$ cat src/rtl/tcam_match_encoder.sv
// Pipelined priority encoder behind the TCAM: capture -> 16-bit group encode -> final encode -> 4-deep response FIFO.
// Optional match-count output `out_cnt` is enabled by defining TCAM_MATCH_CNT_EN.
module tcam_match_encoder #(
  parameter int N_RULES = 120,
  parameter int IDX_W   = 7,
  parameter int KEY_W   = 104
) (
  input  logic               write_clk,
  input  logic               resetn,
  input  logic               readen,
  input  logic [N_RULES-1:0] result,
  input  logic [KEY_W-1:0]   key,
  output logic               out_valid,
  input  logic               out_ready,
  output logic               out_hit,
  output logic [IDX_W-1:0]   out_idx,
  output logic               out_multi,
  output logic [KEY_W-1:0]   out_key,
  output logic               ovf
`ifdef TCAM_MATCH_CNT_EN
  ,
  output logic [IDX_W:0]     out_cnt
`endif
);

  localparam int NG    = (N_RULES + 15) / 16;
  localparam int PAD   = NG * 16;
  localparam int CNT_W = IDX_W + 1;

  typedef struct packed {
    logic             hit;
    logic [IDX_W-1:0] idx;
    logic             multi;
    logic [KEY_W-1:0] key;
`ifdef TCAM_MATCH_CNT_EN
    logic [CNT_W-1:0] cnt;
`endif
  } entry_t;

  // ---------------- S1: capture ----------------
  logic               v1;
  logic [N_RULES-1:0] r1;
  logic [KEY_W-1:0]   k1;

  always_ff @(posedge write_clk or negedge resetn) begin
    if (!resetn) v1 <= 1'b0;
    else         v1 <= readen;
  end

  // NOTE: datapath registers carry no reset; only the valid bits and pointers
  // decide whether their contents are ever observed.
  always_ff @(posedge write_clk) begin
    if (readen) begin
      r1 <= result;
      k1 <= key;
    end
  end

  // ---------------- S2: group encode ----------------
  logic [PAD-1:0] r1_pad;
  logic [NG-1:0]  gh_d, gm_d, gh, gm;
  logic [3:0]     li_d [NG];
  logic [3:0]     li   [NG];
  logic [KEY_W-1:0] k2;
  logic           v2;
`ifdef TCAM_MATCH_CNT_EN
  logic [4:0]     gc_d [NG];
  logic [4:0]     gc   [NG];
`endif

  assign r1_pad = PAD'(r1);

  // NOTE: every always_comb output gets a default before the loops so no latch is inferred.
  always_comb begin
    for (int g = 0; g < NG; g++) begin
      logic [15:0] grp;
      grp     = r1_pad[g*16 +: 16];
      gh_d[g] = |grp;
      gm_d[g] = |(grp & (grp - 16'd1));
      li_d[g] = 4'd0;
      for (int b = 15; b >= 0; b--)
        if (grp[b]) li_d[g] = 4'(b);
`ifdef TCAM_MATCH_CNT_EN
      gc_d[g] = 5'd0;
      for (int b = 0; b < 16; b++)
        gc_d[g] = gc_d[g] + 5'(grp[b]);
`endif
    end
  end

  always_ff @(posedge write_clk or negedge resetn) begin
    if (!resetn) v2 <= 1'b0;
    else         v2 <= v1;
  end

  always_ff @(posedge write_clk) begin
    gh <= gh_d;
    gm <= gm_d;
    li <= li_d;
    k2 <= k1;
`ifdef TCAM_MATCH_CNT_EN
    gc <= gc_d;
`endif
  end

  // ---------------- S3: final encode ----------------
  entry_t s3;

  always_comb begin
    s3       = '0;
    s3.key   = k2;
    s3.hit   = |gh;
    // multiple rules matched either inside one group or across groups
    s3.multi = (|gm) || ((gh & (gh - NG'(1))) != '0);
    for (int g = NG - 1; g >= 0; g--)
      if (gh[g]) s3.idx = IDX_W'(g * 16 + int'(li[g]));
`ifdef TCAM_MATCH_CNT_EN
    for (int g = 0; g < NG; g++)
      s3.cnt = s3.cnt + CNT_W'(gc[g]);
`endif
  end

  // ---------------- response FIFO ----------------
  entry_t     mem [4];
  logic [2:0] wp, rp;
  logic       empty, full, pop, do_push;
  entry_t     head;

  assign empty   = (wp == rp);
  assign full    = (wp[1:0] == rp[1:0]) && (wp[2] != rp[2]);
  assign pop     = !empty && out_ready;
  // a full FIFO still accepts when the head leaves on the same edge
  assign do_push = v2 && (!full || pop);

  always_ff @(posedge write_clk) begin
    if (do_push) mem[wp[1:0]] <= s3;
  end

  always_ff @(posedge write_clk or negedge resetn) begin
    if (!resetn) begin
      wp  <= 3'd0;
      rp  <= 3'd0;
      ovf <= 1'b0;
    end else begin
      if (do_push)            wp  <= wp + 3'd1;
      if (pop)                rp  <= rp + 3'd1;
      if (v2 && full && !pop) ovf <= 1'b1;
    end
  end

  // head fields are gated so the outputs read zero when empty or in reset
  assign head      = mem[rp[1:0]];
  assign out_valid = !empty;
  assign out_hit   = out_valid & head.hit;
  assign out_idx   = out_valid ? head.idx : '0;
  assign out_multi = out_valid & head.multi;
  assign out_key   = out_valid ? head.key : '0;
`ifdef TCAM_MATCH_CNT_EN
  assign out_cnt   = out_valid ? head.cnt : '0;
`endif

endmodule
$ cat config.mk
export PLATFORM = sky130hd
export DESIGN_NAME = tcam_match_encoder
export DESIGN_NICKNAME = d
export VERILOG_FILES = /design/src/rtl/tcam_match_encoder.sv
export SDC_FILE = /design/constraint.sdc
export NUM_CORES = 1
export LEC_CHECK = 0
export BUFFER_PORTS_ARGS = -buffer_cell sky130_fd_sc_hd__buf_2
export CAP_MARGIN = 15
export CORE_ASPECT_RATIO = 1.5
export CORE_MARGIN = 2
export CORE_UTILIZATION = 35
export DETAILED_ROUTE_END_ITERATION = 10
export PLACE_DENSITY = 0.59
export SYNTH_ARGS = -nofsm -noshare
export SYNTH_HDL_FRONTEND = slang
export SYNTH_SLANG_ARGS = --single-unit
$ cat constraint.sdc
create_clock -name write_clk -period 5.85 [get_ports write_clk]
set_input_delay 0.2925 -clock write_clk [delete_from_list [all_inputs] [get_ports write_clk]]
set_output_delay 0.2925 -clock write_clk [all_outputs]
set_load 0.005 [all_outputs]
=== After elaboration in Yosys (flattened, before gate mapping) ===
Memory sizes are Yosys's and may differ from the RTL's.
Index checks and enable logic that the tools add are counted.

* Output and inout bits: 115
* Bits in registers: 385
* Memory bits (writable): 452
* Memories: 1

{| class="wikitable"
|+ Memory list
! memory !! words !! width !! read ports !! clocked after memory_dff !! write ports !! line !! text
|-
| mem || 4 || 113 || 1 || 0 || 1 || 124 || <nowiki>entry_t mem [4];</nowiki>
|}

* Bitwise operators: 11
* Multiplexer cells: 124
* Eq/ne operators: 3
* Reduce and logical (&&, ||, !) cells: 53
* Add/sub/neg operators: 18

{| class="wikitable"
|+ Operator list
! cell !! number
|-
| $reduce_or 16->1 || 15
|-
| $mux 4 || 56
|-
| $and 16x16->16 || 7
|-
| $sub 16x1->16 const B || 7
|-
| $mux 104 || 1
|-
| $mux 3 || 32
|-
| $reduce_or 8->1 || 10
|-
| $mux 7 || 9
|-
| $mux 2 || 16
|-
| $reduce_or 4->1 || 8
|-
| $add 7x4->7 const A || 4
|-
| $and 8x16->16 || 1
|-
| $reduce_or 2->1 || 8
|-
| $add 6x4->7 const A || 2
|-
| $mux 1 || 10
|-
| $sub 8x1->9 const B || 1
|-
| $and 8x8->8 || 1
|-
| $reduce_bool 8->1 || 1
|-
| $sub 8x1->8 const B || 1
|-
| $reduce_or 7->1 || 1
|-
| $add 3x1->3 const B || 2
|-
| $add 5x4->6 const A || 1
|-
| $logic_and 1x1->1 || 5
|-
| $eq 3x3->1 || 1
|-
| other kinds (5) || 9
|}

=== Depth between registers and ports, before layout ===
Gate-level depths: netlist (run 1).

* Depth in word-level cells: 15
* Mapped depth: 7

=== Least setup slack after synthesis (run 1) ===
Ideal clock, no wire load.

* Path kind: reg-to-reg
* Start: register rp[1]
* End: memory mem[3][0] in the netlist's numbering (enable)
* Buffers on the path: 2
* Library setup time: 0.589 ns
* Data arrival time: 5.856 ns
* Cell stages (with the launch flop): 7
* Path slack: -0.595 ns
* Cell sequence: dfrtp_1 -> clkbuf_1 -> xor2_1 -> nor4_1 -> nand2b_1 -> clkbuf_1 -> nor2_1

* Cells in the longest elaborated chain, start to end: 7

{| class="wikitable"
|+ RTL lines
! item !! line !! text
|-
| start, declared || 125 || <nowiki>logic [2:0] wp, rp;</nowiki>
|-
| start signal, assigned || 146 || <nowiki>if (pop) rp <= rp + 3'd1;</nowiki>
|-
| $eq 3x3->1 or $eq 2x2->1 (tied branches) || 129, 130 ||
|-
| $logic_not 1->1 or $logic_and 1x1->1 (tied branches) || 131, 130 ||
|-
| $logic_and 1x1->1 or $logic_not 1->1 (tied branches) || 131, 133 ||
|-
| $logic_or 1x1->1 (*) || 133 || <nowiki>assign do_push = v2 && (!full || pop);</nowiki>
|-
| $logic_and 1x1->1 (*) || 133 ||
|-
| $mux 1 (*) || 136 || <nowiki>if (do_push) mem[wp[1:0]] <= s3;</nowiki>
|-
| $mux 1 (implied by the code) (*) || 136 ||
|-
| end, declared || 124 ||
|}

Mark *: on every way between the ends. The rest lies on a longest branch, timed or not.

=== Worst setup path in the final report (run 1) ===
* Start: register rp[0]
* End: output out_key[54]

* Cells in the longest elaborated chain, start to end: 2

{| class="wikitable"
|+ RTL lines
! item !! line !! text
|-
| $mem_v2 4x113 or $eq 3x3->1 (tied branches) || n/a ||
|-
| $mux 104 (*) || 157 || <nowiki>assign out_key = out_valid ? head.key : '0;</nowiki>
|-
| end, declared || 18 || <nowiki>output logic [KEY_W-1:0] out_key,</nowiki>
|}

Marks and branches as above.

==> results of run 1 <==
-- stage by stage --
stage / std cells / power (mW) / area [um2]
6_report: 3424 / 17.40 / 38120
5_1_grt: 3424 / 18.33 / 38120
4_1_cts: 3420 / 17.79 / 38110
3_5_place_dp: 3041 / 12.10 / 33000
3_3_place_gp: 3041 / 12.02 / 33000
2_1_floorplan: 1602 / 10.27 / 29860
-- sequential cells by signal (all words and copies together) (netlist names) --
name / cells
wp: 3
k2: 104
k1: 104
mem: 452
rp: 3
v1: 1
v2: 1
li: 31
gh: 8
r1: 120
gm: 8
ovf: 1
-- worst max-delay path by stage --
stage                     startpoint          end  cells past startpoint
after detailed placement       rp[0]   mem[3][36]                      5
after global placement         rp[0]   mem[3][52]                      5
after CTS                      rp[0]  out_key[56]                      4
final                          rp[0]  out_key[54]                      4
after floorplan                rp[1]    mem[0][0]                      6
after global routing           rp[0]  out_key[56]                      4
-- placed cells by master, fill, tap and decap left out, drive strengths merged, types with 10 or more instances in the layout --
| cell type | n |
|---|---|
| a21oi | 38 |
| bufinv | 10 |
| a211oi | 12 |
| o21ai | 39 |
| nand3 | 15 |
| nor2b | 16 |
| and2 | 113 |
| buf | 358 |
| inv | 40 |
| nor2 | 83 |
| clkbuf | 109 |
| clkinv | 21 |
| o21bai | 12 |
| nand2 | 30 |
| or4 | 10 |
| mux4 | 113 |
| dlygate4sd3 | 226 |
| edfxtp | 676 |
| nor4 | 22 |
| nor3 | 40 |
| dfxtp | 151 |
| nand2b | 10 |
| maj3 | 12 |
-- critical path: stages (launching register included) --
cell and delay, ns:
sky130_fd_sc_hd__dfrtp_4 1.04, sky130_fd_sc_hd__buf_4 0.88, sky130_fd_sc_hd__mux4_2 0.64, sky130_fd_sc_hd__and2_1 0.18
sky130_fd_sc_hd__buf_2 0.12
-- layer usage --
metal	part of all wire (%)	routed length (um)	GRT usage (%)
met2	53	34850	27.60
met1	39	25190	16.79
met3	5.4	3543	3.322
met4	2.5	1611	5.108
met5	0	0	0
-- kinds of logic after synthesis --
group | Yosys count | share of synthesized area (%)
AO/OA/AOI/OAI | 179 | 3.998
multiplexers | 115 | 8.599
XOR/XNOR | 7 | 0.2054
buffers and inverters | 85 | 1.119
AND/OR/NAND/NOR | 363 | 6.596
flip-flops | 836 | 78.87
adder cells (fa/ha/maj) | 17 | 0.6119
-- area by class of cell --
| type | instances | area share, % |
|---|---|---|
| multi-input cells | 681 | 15.77 |
| repair buffers | 584 | 10.86 |
| clock inverters | 44 | 1.451 |
| inverters | 36 | 0.3545 |
| diodes | 4 | 0.02626 |
| well taps | 1130 | 3.709 |
| clock buffers | 109 | 6.027 |
| flip-flops and latches | 836 | 61.80 |
-- where the power goes --
| group | switching [mW] | internal (mW) | leakage [nW] |
|---|---|---|---|
| clock network | 2.24 | 3.24 | 1.37 |
| registers | 0.445 | 7.42 | 7.69 |
| logic | 2.06 | 2.00 | 4.33 |
| total | 4.75 | 12.7 | 13.4 |
-- what timing repair did --
item,CTS,global route
hold endpoints to repair,235,0
gates resized for setup,0,0
hold buffers,226,0
==> metrics.txt, run 1 <==
# TYPE chip_impl_metric gauge
chip_impl_metric{name="design.final.nets",unit=""} 2454
chip_impl_metric{name="layout-drive-gt1-share",unit="%"} 27.03
chip_impl_metric{name="initial_utilization",unit="%"} 35.23
chip_impl_metric{name="placement_rows",unit=""} 131
chip_impl_metric{name="drt_drc_violations_left",unit=""} 0
chip_impl_metric{name="syn_to_final_growth",unit="%"} 27.67
chip_impl_metric{name="drt-pass1-iter-count",unit=""} 5
chip_impl_metric{name="edff_count_synth",unit=""} 676
chip_impl_metric{name="wl",unit="mm"} 65.20
chip_impl_metric{name="fp.dieArea",unit="um2"} 87700
chip_impl_metric{name="fraction_of_registers_with_async_set_reset",unit="%"} 1.077
chip_impl_metric{name="cts.htree.levels",unit=""} 3
chip_impl_metric{name="synth_top_area_share",unit="%"} 67.99
chip_impl_info{name="synthTopCellsByArea",value="sky130_fd_sc_hd__edfxtp_1 68%, sky130_fd_sc_hd__dfxtp_1 10%, sky130_fd_sc_hd__mux4_2 8.5%"} 1
chip_impl_metric{name="grt_pass1_wl",unit="mm"} 100.6
chip_impl_metric{name="place_hpwl",unit="mm"} 40.00
chip_impl_metric{name="detail_route.wl_per_cell",unit="um"} 19.04
chip_impl_metric{name="gp_routability_congestion",unit=""} 0.8385
chip_impl_metric{name="yosys_register_bits",unit=""} 836
chip_impl_metric{name="synth-warning-count",unit=""} 0
chip_impl_metric{name="fill_cells",unit=""} 7217
chip_impl_metric{name="irDropWorstVdd",unit="mV"} 0.2498
chip_impl_metric{name="drt_iter0_drcs",unit=""} 752
chip_impl_info{name="type_of_the_setup_path_with_the_least_slack",value="reg2out"} 1
chip_impl_metric{name="fin_worst_hold_slack",unit="ns"} 0.1113
chip_impl_metric{name="register_area_share_after_synthesis",unit="%"} 78.87
chip_impl_metric{name="clkTransAtPathRegs",unit="ns"} 0.06
chip_impl_metric{name="final.period_utilization",unit="%"} 66.21
chip_impl_metric{name="multiInputGateArea",unit="um2"} 6012
chip_impl_metric{name="tritoncts_num_sinks",unit=""} 836
chip_impl_metric{name="hold_violations",unit=""} 0
chip_impl_metric{name="worst-endpoint-arrival",unit="ns"} 3.58
chip_impl_metric{name="layout.core_utilization",unit="%"} 44.98
chip_impl_metric{name="grt_start_max_net_pins",unit=""} 145
chip_impl_info{name="endpoint_kind",value="primary output"} 1
chip_impl_metric{name="crit_path_required_time",unit="ns"} 5.56
chip_impl_metric{name="reg2reg_setup_slack",unit="ns"} 2.25
chip_impl_metric{name="global_route.overflow_total",unit=""} 0
chip_impl_info{name="startpoint_of_the_worst_register_to_register_path",value="rp[0]"} 1
chip_impl_metric{name="detailroute.via_count",unit=""} 16200
chip_impl_metric{name="worst_slack",unit="ns"} 1.977
chip_impl_info{name="postSynth.topFlopCell",value="sky130_fd_sc_hd__edfxtp_1"} 1
chip_impl_metric{name="syn_avg_cell_area",unit="um2"} 18.64
chip_impl_metric{name="die_height",unit="um"} 361.7
chip_impl_metric{name="final_period_minus_worst_setup_slack",unit="ns"} 3.873
chip_impl_info{name="synth_common_cells",value="676 x sky130_fd_sc_hd__edfxtp_1, 151 x sky130_fd_sc_hd__dfxtp_1, 113 x sky130_fd_sc_hd__and2_1, 113 x sky130_fd_sc_hd__mux4_2, 83 x sky130_fd_sc_hd__nor2_1"} 1
chip_impl_metric{name="core-area",unit="um2"} 84740
chip_impl_info{name="cell_type_contributing_the_most_total_cell_area_after_synthesis",value="sky130_fd_sc_hd__edfxtp_1"} 1
chip_impl_metric{name="initial_antenna_violation_count",unit=""} 4
chip_impl_metric{name="floorplan.io_pins",unit=""} 343
chip_impl_metric{name="timing.final.max_slew_violations",unit=""} 0
chip_impl_metric{name="die-width",unit="um"} 242.5
chip_impl_metric{name="tns",unit="ns"} 0
chip_impl_metric{name="cellPowerDensity",unit="nW/um2"} 456.6
chip_impl_metric{name="route.antenna.remaining_nets",unit=""} 0
chip_impl_metric{name="pre_cts_slack",unit="ns"} 2.069
chip_impl_metric{name="worstRegToRegCells",unit=""} 5
chip_impl_metric{name="postSynthNetCount",unit=""} 1835
chip_impl_metric{name="maxCapViolCount",unit=""} 0
chip_impl_metric{name="tightest_slew",unit="ns"} 1.061
chip_impl_metric{name="grt_pass1_vias",unit=""} 17570
chip_impl_info{name="synth_most_common_cell",value="sky130_fd_sc_hd__edfxtp_1"} 1
chip_impl_info{name="timing.rr.end",value="mem[3][36]"} 1
chip_impl_metric{name="tritoncts.num_buffers",unit=""} 82
chip_impl_metric{name="synth.lib_cells_used.distinct",unit=""} 64
chip_impl_metric{name="maximum_net_fanout_on_the_critical_path",unit=""} 46
chip_impl_metric{name="maxClockFrequency",unit="MHz"} 258.2
chip_impl_metric{name="area.sequential",unit="um2"} 23560
chip_impl_info{name="rsz0062_at_grt",value="false"} 1
chip_impl_metric{name="finalClockSkew",unit="ns"} 0.02771
chip_impl_metric{name="cts_setup_buffers",unit=""} 0
chip_impl_metric{name="post_drt_via_cell_ratio",unit=""} 4.731
chip_impl_metric{name="setup_violations",unit=""} 0
chip_impl_info{name="hold_path.class",value="in2async"} 1
chip_impl_info{name="status",value="finished, final reports clean"} 1
chip_impl_metric{name="grt.total_usage",unit="%"} 14.90
chip_impl_metric{name="clock_path_buffers",unit=""} 3
chip_impl_metric{name="buffer_ports.inserted",unit=""} 342
chip_impl_metric{name="slew_headroom",unit="%"} 29.10
chip_impl_metric{name="clock_insertion_delay_worst_skew",unit="ns"} 0.63
chip_impl_metric{name="power.leakage",unit="nW"} 13.39
chip_impl_metric{name="synth_cells",unit=""} 1602
chip_impl_info{name="cts_tree",value="done"} 1
chip_impl_info{name="critical_path.startpoint_type",value="flop"} 1
chip_impl_metric{name="syn-cell-area",unit="um2"} 29860
chip_impl_info{name="clock-root-buffer",value="sky130_fd_sc_hd__clkbuf_16"} 1
(Power assumes the default switching activity.)
==> inputs of run 2 (changes only) <==
- PLACE_DENSITY: 0.59 -> 0.57
- clock period: 5.85 -> 3.8 ns (I/O delays scaled with it)
==> metrics.txt, run 2 (synthesis gave the netlist of run 1 again) <==
# TYPE chip_impl_metric gauge
chip_impl_info{name="status",value="finished, final reports clean"} 1
chip_impl_metric{name="place_hpwl",unit="mm"} 39.81
chip_impl_info{name="endpoint_kind",value="primary output"} 1
chip_impl_metric{name="maximum_net_fanout_on_the_critical_path",unit=""} 115
chip_impl_metric{name="drt_drc_violations_left",unit=""} 0
chip_impl_metric{name="placement_rows",unit=""} 131
chip_impl_info{name="hold_path.class",value="in2reg"} 1
chip_impl_metric{name="post_drt_via_cell_ratio",unit=""} 4.776
chip_impl_metric{name="power.leakage",unit="nW"} 13.40
chip_impl_metric{name="floorplan.io_pins",unit=""} 343
chip_impl_metric{name="design.final.nets",unit=""} 2455
chip_impl_metric{name="global_route.overflow_total",unit=""} 0
chip_impl_metric{name="cts.htree.levels",unit=""} 3
chip_impl_metric{name="grt_start_max_net_pins",unit=""} 116
chip_impl_info{name="type_of_the_setup_path_with_the_least_slack",value="reg2out"} 1
chip_impl_metric{name="cellPowerDensity",unit="nW/um2"} 703.0
chip_impl_metric{name="setup_violations",unit=""} 0
chip_impl_metric{name="grt_pass1_wl",unit="mm"} 102.2
chip_impl_metric{name="initial_antenna_violation_count",unit=""} 2
chip_impl_info{name="layout.cells.most_common",value="sky130_fd_sc_hd__edfxtp_1"} 1
chip_impl_metric{name="tritoncts.num_buffers",unit=""} 82
chip_impl_metric{name="antennaDiodeCount",unit=""} 0
chip_impl_info{name="timing.critical_path.cells",value="buf_12 -> mux4_2 -> and2_1 -> buf_2"} 1
chip_impl_metric{name="clock_insertion_delay_worst_skew",unit="ns"} 0.63
chip_impl_metric{name="hold_violations",unit=""} 0
chip_impl_metric{name="buffer_ports.inserted",unit=""} 342
chip_impl_metric{name="core-area",unit="um2"} 84740
chip_impl_metric{name="route.antenna.remaining_nets",unit=""} 0
chip_impl_metric{name="layout-drive-gt1-share",unit="%"} 26.98
chip_impl_info{name="clock-root-buffer",value="sky130_fd_sc_hd__clkbuf_16"} 1
chip_impl_info{name="timing.critical_path.slowest_stage_cell",value="sky130_fd_sc_hd__buf_12"} 1
chip_impl_metric{name="maxCapViolCount",unit=""} 0
chip_impl_metric{name="fp.dieArea",unit="um2"} 87700
chip_impl_metric{name="slew_headroom",unit="%"} 30.33
chip_impl_metric{name="drt_iter0_drcs",unit=""} 888
chip_impl_metric{name="fin_worst_hold_slack",unit="ns"} 0.07006
chip_impl_metric{name="tightest_slew",unit="ns"} 1.045
chip_impl_metric{name="gp_routability_congestion",unit=""} 0.8422
chip_impl_metric{name="fin_cells",unit=""} 3421
chip_impl_info{name="most_frequent_cells_in_the_layout",value="676 x sky130_fd_sc_hd__edfxtp_1, 341 x sky130_fd_sc_hd__buf_2, 227 x sky130_fd_sc_hd__dlygate4sd3_1, 151 x sky130_fd_sc_hd__dfxtp_1"} 1
chip_impl_metric{name="grt.total_usage",unit="%"} 15.20
chip_impl_metric{name="tritoncts_num_sinks",unit=""} 836
chip_impl_metric{name="fill_cells",unit=""} 7309
chip_impl_metric{name="die-width",unit="um"} 242.5
chip_impl_metric{name="detailroute.via_count",unit=""} 16340
chip_impl_metric{name="irDropWorstVdd",unit="mV"} 0.6421
chip_impl_metric{name="final_period_minus_worst_setup_slack",unit="ns"} 3.082
chip_impl_metric{name="timing.final.max_slew_violations",unit=""} 0
chip_impl_metric{name="clkTransAtPathRegs",unit="ns"} 0.07
chip_impl_info{name="rsz0062_at_grt",value="false"} 1
chip_impl_metric{name="detail_route.wl_per_cell",unit="um"} 19.51
chip_impl_metric{name="grt_pass1_vias",unit=""} 17650
chip_impl_metric{name="initial_utilization",unit="%"} 35.23
chip_impl_metric{name="crit_path_required_time",unit="ns"} 3.61
chip_impl_metric{name="maxClockFrequency",unit="MHz"} 324.5
chip_impl_metric{name="worst_path_largest_cell_delay",unit="ns"} 0.71
chip_impl_info{name="critical_path.startpoint_type",value="flop"} 1
chip_impl_metric{name="finalClockSkew",unit="ns"} 0.02419
chip_impl_metric{name="final.period_utilization",unit="%"} 81.10
chip_impl_metric{name="wl",unit="mm"} 66.74
chip_impl_metric{name="largest_register_ff_count",unit=""} 452
chip_impl_metric{name="post_cts_resized",unit=""} 0
chip_impl_metric{name="worst-endpoint-arrival",unit="ns"} 2.89
chip_impl_metric{name="clock_path_buffers",unit=""} 3
chip_impl_info{name="cts_tree",value="done"} 1
chip_impl_metric{name="drt-pass1-iter-count",unit=""} 7
chip_impl_metric{name="die_height",unit="um"} 361.7
chip_impl_metric{name="numPlacedInstances",unit=""} 3041
chip_impl_metric{name="syn_to_final_growth",unit="%"} 27.71
run 2: stage by stage:
step           setup slack, ns  util (%)  total power [mW]  instance area, um2  TNS [ns]
2_1_floorplan          -0.7421         -             15.73               29870   -251.59
4_1_cts                 0.6053     45.00             27.36               38130         0
5_1_grt                 0.4590     45.00             28.26               38130         0
3_5_place_dp             1.168     39.03             18.73               33070         0
6_report                0.7181     45.00             26.81               38130         0
3_3_place_gp             1.108     39.03             18.63               33070         0
run 2: path summary, 6_finish.rpt:
| path | start | to | slack [ns] | depth (start not counted) |
|---|---|---|---|---|
| worst min register to register | k1[87] | k2[87] | 0.33 | 0 |
| worst min-delay path | readen | r1[37] | 0.07 | 1 |
| min in group asynchronous | resetn | wp[0] | 0.65 | 3 |
| worst max register to register | rp[2] | mem[3][23] | 1.23 | 5 |
| max in group asynchronous | resetn | rp[0] | 2.82 | 3 |
| worst max-delay path | rp[0] | out_hit | 0.72 | 4 |
run 2: final cells by class:
cell class	instances	area, um2	share of cell area, %
sequential	836	23560	61.78
multi-input combinational	681	6012	15.77
timing repair buffer	585	4227	11.08
clock buffer	101	2196	5.759
tap	1130	1414	3.708
clock inverter	52	591.8	1.552
inverter	36	135.1	0.3544
run 2: what timing repair did:
item,CTS,global route
hold buffers,227,0
setup buffers,0,0
hold endpoints to repair,237,0
run 2: critical path: cells and delay by family, from the launching register on:
family | cells | cell delay, ns
flops | 1 | 0.43
simple gates | 1 | 0.19
mux | 1 | 0.61
buf+inv | 2 | 0.86
run 2: where the power goes:
group	internal (mW)	switching, mW
sequential	11.4	0.487
clock	4.85	3.48
combinational	3.13	3.43
total	19.4	7.40
run 2: routing by layer:
| metal | part of all wire, % | GRT usage [%] | vias to the layer above | routed length, um |
|---|---|---|---|---|
| li1 | - | - | 7570 | - |
| met1 | 40 | 17.61 | 8170 | 26670 |
| met2 | 51 | 27.23 | 489 | 34240 |
| met3 | 6.0 | 3.870 | 107 | 4027 |
| met4 | 2.7 | 5.265 | 2 | 1792 |
| met5 | 0.019 | 0 | - | 13 |
